**config.mk**
```make
export PLATFORM = sky130hd
export DESIGN_NAME = round_sequencer
export DESIGN_NICKNAME = d
export VERILOG_FILES = /design/src/rtl/round_pkg.sv /design/src/rtl/round_sequencer_lfsr16.sv /design/src/rtl/round_sequencer.sv
export SDC_FILE = /design/constraint.sdc
export NUM_CORES = 1
export LEC_CHECK = 0
export BUFFER_PORTS_ARGS = -buffer_cell sky130_fd_sc_hd__clkbuf_2
export CORE_MARGIN = 2
export CORE_UTILIZATION = 35
export CTS_BUF_LIST = sky130_fd_sc_hd__clkbuf_8
export CTS_CLUSTER_DIAMETER = 30
export DETAILED_ROUTE_END_ITERATION = 10
export GPL_TIMING_DRIVEN = 0
export PLACE_DENSITY = 0.58
export SKIP_CTS_REPAIR_TIMING = 1
export SYNTH_ARGS = -nofsm -noshare
export SYNTH_HDL_FRONTEND = slang
export SYNTH_HIERARCHICAL = 1
export SYNTH_SLANG_ARGS = --single-unit
```
**constraint.sdc**
```tcl
create_clock -name Clk -period 3.73 [get_ports Clk]
set_input_delay 0.746 -clock Clk [delete_from_list [all_inputs] [get_ports Clk]]
set_output_delay 0.746 -clock Clk [all_outputs]
set_load 0.05 [all_outputs]
```
**src/rtl/round_pkg.sv**
```systemverilog
// Shared types and constants for the round sequencer and its LFSR.
package round_pkg;

   typedef enum logic [2:0] {
      IDLE       = 3'd0,
      GEN        = 3'd1,
      WAIT_GUESS = 3'd2,
      CHECK      = 3'd3,
      WIN        = 3'd4,
      LOSE       = 3'd5
   } state_e;

   localparam logic [15:0] LFSR_MASK    = 16'hB400;
   localparam logic [15:0] DEFAULT_SEED = 16'hACE1;

   // One step of the right-shifting Galois LFSR (maximal length, never hits 0).
   function automatic logic [15:0] lfsr_step(input logic [15:0] v);
      return {1'b0, v[15:1]} ^ (v[0] ? LFSR_MASK : 16'h0000);
   endfunction

endpackage

```
**src/rtl/round_sequencer_lfsr16.sv**
```systemverilog
// Free-running 16-bit Galois LFSR; reusable random source for the game logic.
module lfsr16
   import round_pkg::*;
#(
   parameter logic [15:0] SEED = DEFAULT_SEED
) (
   input  logic        Clk,
   input  logic        Rst,
   output logic [15:0] Lfsr
);

   // An all-zero seed would lock the register, so it falls back to the default.
   localparam logic [15:0] SEED_EFF = (SEED == 16'h0000) ? DEFAULT_SEED : SEED;

   logic [15:0] lfsr_q;

   always_ff @(posedge Clk or negedge Rst) begin
      if (!Rst) lfsr_q <= SEED_EFF;
      else      lfsr_q <= lfsr_step(lfsr_q);
   end

   assign Lfsr = lfsr_q;

endmodule

```
**src/rtl/round_sequencer.sv**
```systemverilog
// Game-flow controller: rolls three random nibbles, captures the guess, scores it.
module round_sequencer
   import round_pkg::*;
#(
   parameter int          LIVES_INIT = 3,
   parameter int          WIN_SCORE  = 5,
   parameter logic [15:0] LFSR_SEED  = 16'hACE1
) (
   input  logic        Clk,
   input  logic        Rst,
   input  logic        Start,
   input  logic        Submit,
   input  logic [5:0]  Guess,
   input  logic        Compare,
   output logic [3:0]  Rng1,
   output logic [3:0]  Rng2,
   output logic [3:0]  Rng3,
   output logic [5:0]  LR,
   output logic [1:0]  Lives,
   output logic [3:0]  Score,
   output logic        Win,
   output logic        Lose,
   output logic        Busy,
   output logic [2:0]  State_dbg,
   output logic [15:0] Lfsr_dbg
);

   state_e      state_q, state_d;
   logic [3:0]  rng1_q, rng1_d, rng2_q, rng2_d, rng3_q, rng3_d;
   logic [5:0]  lr_q, lr_d;
   logic [1:0]  lives_q, lives_d;
   logic [3:0]  score_q, score_d;
   logic        start_hist_q, submit_hist_q;
   logic        start_ev, submit_ev;
   logic [15:0] lfsr_val;

   lfsr16 #(.SEED(LFSR_SEED)) u_lfsr (
      .Clk  (Clk),
      .Rst  (Rst),
      .Lfsr (lfsr_val)
   );

   assign start_ev  = Start  & ~start_hist_q;
   assign submit_ev = Submit & ~submit_hist_q;

   // History regs reset high so a button already held at release is not an event.
   always_ff @(posedge Clk or negedge Rst) begin
      if (!Rst) begin
         state_q       <= IDLE;
         rng1_q        <= '0;
         rng2_q        <= '0;
         rng3_q        <= '0;
         lr_q          <= '0;
         lives_q       <= '0;
         score_q       <= '0;
         start_hist_q  <= 1'b1;
         submit_hist_q <= 1'b1;
      end else begin
         state_q       <= state_d;
         rng1_q        <= rng1_d;
         rng2_q        <= rng2_d;
         rng3_q        <= rng3_d;
         lr_q          <= lr_d;
         lives_q       <= lives_d;
         score_q       <= score_d;
         start_hist_q  <= Start;
         submit_hist_q <= Submit;
      end
   end

   always_comb begin
      state_d = state_q;
      rng1_d  = rng1_q;
      rng2_d  = rng2_q;
      rng3_d  = rng3_q;
      lr_d    = lr_q;
      lives_d = lives_q;
      score_d = score_q;

      if (start_ev) begin
         lives_d = 2'(LIVES_INIT);
         score_d = '0;
         lr_d    = '0;
         state_d = GEN;
      end else begin
         case (state_q)
            GEN: begin
               rng1_d  = lfsr_val[3:0];
               rng2_d  = lfsr_val[7:4];
               rng3_d  = lfsr_val[11:8];
               state_d = WAIT_GUESS;
            end
            WAIT_GUESS: begin
               if (submit_ev) begin
                  lr_d    = Guess;
                  state_d = CHECK;
               end
            end
            // Compare is driven from the registered Rng/LR, so it is settled here.
            CHECK: begin
               if (!Compare) begin
                  score_d = score_q + 4'd1;
                  state_d = (score_q + 4'd1 == 4'(WIN_SCORE)) ? WIN : GEN;
               end else begin
                  lives_d = lives_q - 2'd1;
                  state_d = (lives_q == 2'd1) ? LOSE : WAIT_GUESS;
               end
            end
            default: state_d = state_q;
         endcase
      end
   end

   assign Rng1      = rng1_q;
   assign Rng2      = rng2_q;
   assign Rng3      = rng3_q;
   assign LR        = lr_q;
   assign Lives     = lives_q;
   assign Score     = score_q;
   assign Win       = (state_q == WIN);
   assign Lose      = (state_q == LOSE);
   assign Busy      = (state_q == GEN) || (state_q == CHECK);
   assign State_dbg = state_q;
   assign Lfsr_dbg  = lfsr_val;

endmodule

```
==> results of run 1 <==
-- how the worst max path moves through the flow --
| stage | end | slack, ps | depth (start not counted) |
|---|---|---|---|
| after floorplan | Win | 1020 | 2 |
| after CTS | Busy | 1560 | 3 |
| final | Busy | 1580 | 3 |
| after detailed placement | Rng1[1] | 1730 | 5 |
| after global placement | Rng2[1] | 1750 | 5 |
| after global routing | Busy | 1500 | 3 |
-- kinds of logic after synthesis --
group           share of synthesized area [%]
compound gates                           4.03
flops                                    65.6
buf+inv                                  2.45
fa+ha+maj                                2.16
mux                                      11.8
simple gates                             10.4
xor+xnor                                 3.53
-- final cells by class --
cell class	count	area share, %
Timing Repair Buffer	56	12.8
Clock inverter	3	1.14
Multi-Input combinational cell	71	25.3
Sequential cell	45	51.9
Clock buffer	5	3.14
Buffer	3	0.912
Tap cell	67	3.82
Inverter	6	1.03
-- Yosys cell counts (2+ instances only) --
library cell and n:
a21oi_1 4, dfstp_2 10, nand2b_1 3, nor2_1 12, mux2_2 12, a211oi_1 2
ha_1 3, nand2_1 4, inv_1 6, nand4_1 2, xor2_1 6, dfrtp_1 35
mux2i_1 7, nor2b_1 3
-- sequential cells by signal, indices dropped and copies added (netlist names) --
signal,flops
Rng2,4
Lives,2
u_lfsr/Lfsr,16
Rng3,4
State_dbg,3
Rng1,4
start_hist_q,1
submit_hist_q,1
Score,4
LR,6
-- routing by layer --
layer,wire length [um],GRT usage (%)
met4,38,4.76
met1,1470,16.6
met2,1610,20.2
met3,275,5.28
met5,0,0
-- per-stage QoR --
step	hold slack [ps]	instances	cell area [um2]
detailed placement	364	248	2100
global route	388	256	2190
global placement	360	248	2100
CTS	372	256	2190
floorplan	450	125	1740
finish	367	256	2190
-- power by group --
group,switching (mW),internal [mW]
registers,0.0509,0.535
clock network,0.172,0.136
logic,0.338,0.146
-- worst reg2reg max path, cell delays in order (launching register included) --
cell and delay (ps):
dfrtp_1 450, nand2b_1 210, nor3_2 320, buf_6 210, mux2_2 340
==> impl_results.md, run 1 <==
- Fin crit share: between 50% and 60%
- Crit-path max FO: 8
- Initial DRT Pass Iterations: 4
- Commonest non-fill, non-tap cells in the layout: clkbuf_2, dfrtp_1, mux2_2, nor2_1, dfstp_2
- Min Tclk post-route: 2150 ps
- Critical Path RT: 2980 ps
- Worst Hold End: u_lfsr/Lfsr[5]
- Syn Nets: 139
- Clk root buf: clkbuf_8
- DRT iter0 DRCs: 70
- Sink Count: 45
- Initial Util: 36.5%
- Final setup TNS: 0 ps
- Slew HR: between 20% and 30%
- Final Util: between 40% and 50%
- Vias in the first global route: 1165
- Slowest-stage cell, CP: dfrtp_1
- Crit-path leading delay family: flip-flops
- Peak VDD IR: 0.229 mV
- Worst setup SP type: register
- Wire length per cell: 13.2 um
- Mapped cell area: 1740 um2
- Maxcap violations: 0
- Vias per cell: 4.59
- # diodes: 0
- Worst skew pair latency: 300 ps
- Cell count after synthesis: 125
- Slew @ Worst Pin: approximately 1100 ps
- FP Rows: 25
- Reg-to-reg slack, setup: around 2100 ps
- Layout cells sized above 1: 48.7%
- Die area: 5540 um2
- LEAKAGE: between 1 and 1.5 nW
- Share of the synthesized area in the top cell type: around 50%
- RSZ-0062 raised after global routing: false
- CTS max path bufs: 2
- Final nets: 202
- Seq/Total Area, Yosys: 65.6%
- Placer Congestion: between 0.7 and 0.8
- CP cell instances: nand2b_1 -> inv_1 -> clkbuf_2
- Clock slew seen by the registers of the worst setup and hold paths: around 90 ps
- Hold Path Origin: u_lfsr/Lfsr[6]
- Initial antenna violation count: 0
- Worst setup margin: 1580 ps
- Final Max Tran Viols: 0
- CTS tree: done
- Flop and latch count out of synthesis: 45
- Tot Pwr: 1.38 mW
- Largest net degree at the start of global routing: 46
- Number of buffers added on ports: 56
- Most common cell after layout, fill and taps aside: clkbuf_2
- Worst Setup SP: State_dbg[2]
- Area growth syn-to-layout: 26.4%
- Die Span X: 74.4 um
- Ys async rst share: 100%
- Max stage delay on crit path: 450 ps
- Hold crit path type: register to register
- Top FF cell, synth: dfrtp_1
- First-pass GRT wire length: 5420 um
- ANT nets after route: 0
- Pre-CTS WS: around 1700 ps
- Core Area: 4750 um2
- Grt total ovfl: 0
- Die Y-Extent: 74.4 um
- CTS Buf Count: 5
- Final wirelength: 3390 um
- H-tree depth: 2
- Via count: around 1200
- Pwr Density: about 630 nW/um2
- Total GRT Usage: 13.0%
- Post-detail-place hpwl: 2410 um
- Ranking of synthesized cells by area: dfrtp_1, dfstp_2, mux2_2, mux2i_1, xor2_1
- Hold Violations, Final: 0
- Post-synth top area cell: dfrtp_1
- Mean cell area of the mapped netlist: 13.9 um2
- Filler cells: approximately 470
- Reg-to-reg endpoint: Rng2[0]
- Reg2Reg Depth: 4
- Setup Skew: 8.93 ps
- Status: finished, final reports clean
- Fmax: 0.465 GHz
- Reg-to-reg startpoint: State_dbg[2]
- Synthesis Warnings: 6
- Seq. cell area: 1140 um2
- Crit end category: output pin
- Worst Path Buf+Inv: 2
- Cell variety after synth: 30
- Crit path DAT: 1400 ps
- # DRC: 0
- Area of the multi-input gates: 556 um2
- Post-synth EDFFs: 0
- Top-Level Pins: 57
- CP Class: register to output pin
- Final setup vio count: 0
- Worst hold path cell count: 0
Note: power is estimated with default switching activity, not from simulation.
==> run 2, diff against run 1 <==
--- a/config.mk
+++ b/config.mk
@@ -12,7 +12,7 @@
 export CTS_CLUSTER_DIAMETER = 30
 export DETAILED_ROUTE_END_ITERATION = 10
 export GPL_TIMING_DRIVEN = 0
-export PLACE_DENSITY = 0.58
+export PLACE_DENSITY = 0.6
 export SKIP_CTS_REPAIR_TIMING = 1
 export SYNTH_ARGS = -nofsm -noshare
 export SYNTH_HDL_FRONTEND = slang
==> constraint.sdc (replaced) <==
create_clock -name Clk -period 1.9 [get_ports Clk]
set_input_delay 0.38 -clock Clk [delete_from_list [all_inputs] [get_ports Clk]]
set_output_delay 0.38 -clock Clk [all_outputs]
set_load 0.05 [all_outputs]
==> impl_results.md, run 2 (synthesis gave the netlist of run 1 again) <==
- Number of buffers added on ports: 56
- Post-detail-place hpwl: 2420 um
- Grt total ovfl: 0
- Max FFs per register: 16
- Worst skew pair latency: 290 ps
- Via count: ~1100
- Most common cell after layout, fill and taps aside: clkbuf_2
- Top-Level Pins: 57
- Vias in the first global route: 1187
- Filler cells: 486
- Crit end category: output pin
- Die Y-Extent: 74.4 um
- CTS Buf Count: 5
- Maxcap violations: 0
- Die area: between 5000 and 6000 um2
- ANT nets after route: 0
- # diodes: 0
- Hold slack final: 182 ps
- CP cell instances: nand2b_1 -> inv_1 -> clkbuf_2
- LEAKAGE: 1.15 nW
- Seq. cell area: 1140 um2
- Final setup vio count: 0
- Slew HR: 28.5%
- Initial Util: 36.5%
- Placer Congestion: 0.766
- Clock slew seen by the registers of the worst setup and hold paths: 80 ps
- Hold crit path type: input port to register
- Min Tclk post-route: 1770 ps
- Slowest-stage cell, CP: dfrtp_1
- First-pass GRT wire length: about 5400 um
- Layout cells sized above 1: between 40% and 50%
- Met1 usage in global routing: between 15 and 20%
- Final Max Tran Viols: 0
- # DRC: 0
- Commonest non-fill, non-tap cells in the layout: clkbuf_2, dfrtp_1, mux2_2, nor2_1, dfstp_2
- Vias per cell: 4.48
- Slew @ Worst Pin: 1070 ps
- Final setup TNS: 0 ps
- FP Rows: 25
- Final wirelength: 3340 um
- Sink Count: 45
- Largest net degree at the start of global routing: 46
- Busiest grt layer: met2
- DRT iter0 DRCs: 48
- Initial DRT Pass Iterations: 4
- CTS tree: done
- Met2 Use GR: approximately 22%
- Fin crit share: 93.2%
- Worst setup SP type: register
- Die Span X: between 70 and 80 um
- Status: finished, final reports clean
- Tot Pwr: about 2.7 mW
- Initial antenna violation count: 0
- Total GRT Usage: a little over an eighth
- CTS max path bufs: 2
- Hold Violations, Final: 0
- Setup Skew: roughly 6.2 ps
- CP Class: register to output pin
- Critical Path RT: between 1500 and 2000 ps
- Wire length per cell: about 13 um
- Fmax: 0.565 GHz
- GR Layer Usage met3: 5.01%
- Final nets: 202
- RSZ-0062 raised after global routing: false
- Pwr Density: between 1000 and 1500 nW/um2
- Max stage delay on crit path: roughly 460 ps
- Core Area: 4750 um2
- H-tree depth: 2
- Crit-path max FO: 8
- Area of the multi-input gates: 561 um2
- Crit path DAT: 1390 ps
- Clk root buf: clkbuf_8
- Peak VDD IR: 0.454 mV
- Area growth syn-to-layout: 26.3%
[run 2: changes by cell type in the layout (fill, tap and decap cells not counted), sizes merged]
cell | before | now
clkinvlp | 1 | 2
inv | 8 | 7
[run 2: layout make-up]
| cell class | instances | area share (%) |
|---|---|---|
| timing repair buffer | 56 | 12.8 |
| buffer | 3 | 0.913 |
| multi-input combinational | 71 | 25.6 |
| tap | 67 | 3.82 |
| sequential | 45 | 51.9 |
| clock buffer | 5 | 3.14 |
| inverter | 6 | 1.03 |
| clock inverter | 3 | 0.856 |
[run 2: worst paths after layout]
check / end / from / depth (start not counted) / slack, ps
worst max-delay path: Busy / State_dbg[2] / 3 / 130
max in group asynchronous: Rng3[3] / Rst / 1 / 970
min in group asynchronous: State_dbg[1] / Rst / 1 / 270
worst max register to register: Rng3[1] / State_dbg[2] / 4 / 230
worst min-delay path: submit_hist_q / Submit / 1 / 180
worst min register to register: u_lfsr/Lfsr[11] / u_lfsr/Lfsr[12] / 0 / 380
[run 2: metrics by stage]
stage          setup WS [ps]  instance area [um2]  utilization, %  std cells
4_1_cts                  112                 2190            46.1        256
3_5_place_dp             231                 2110            44.3        248
2_1_floorplan           44.7                 1740               -        125
5_1_grt                 36.4                 2190            46.1        256
3_3_place_gp             290                 2110            44.3        248
6_report                 129                 2190            46.1        256
[run 2: worst max-delay path: cells and delay by family (launching register included)]
kind / cells / cell delay [ps]
flops: 1 / 460
simple gates: 1 / 220
buf+inv: 2 / 420
[run 2: per-layer routing]
metal  vias to the layer above  part of all wire (%)
met3                         5                   7.7
li1                        548                     -
met1                       554                    42
met4                         0                   1.1
met2                        40                    49
met5                         -                     0
[run 2: power breakdown]
part	total [mW]	switching (mW)	internal [mW]
Combinational	0.950	0.664	0.286
Sequential	1.15	0.102	1.05
Clock	0.573	0.319	0.254
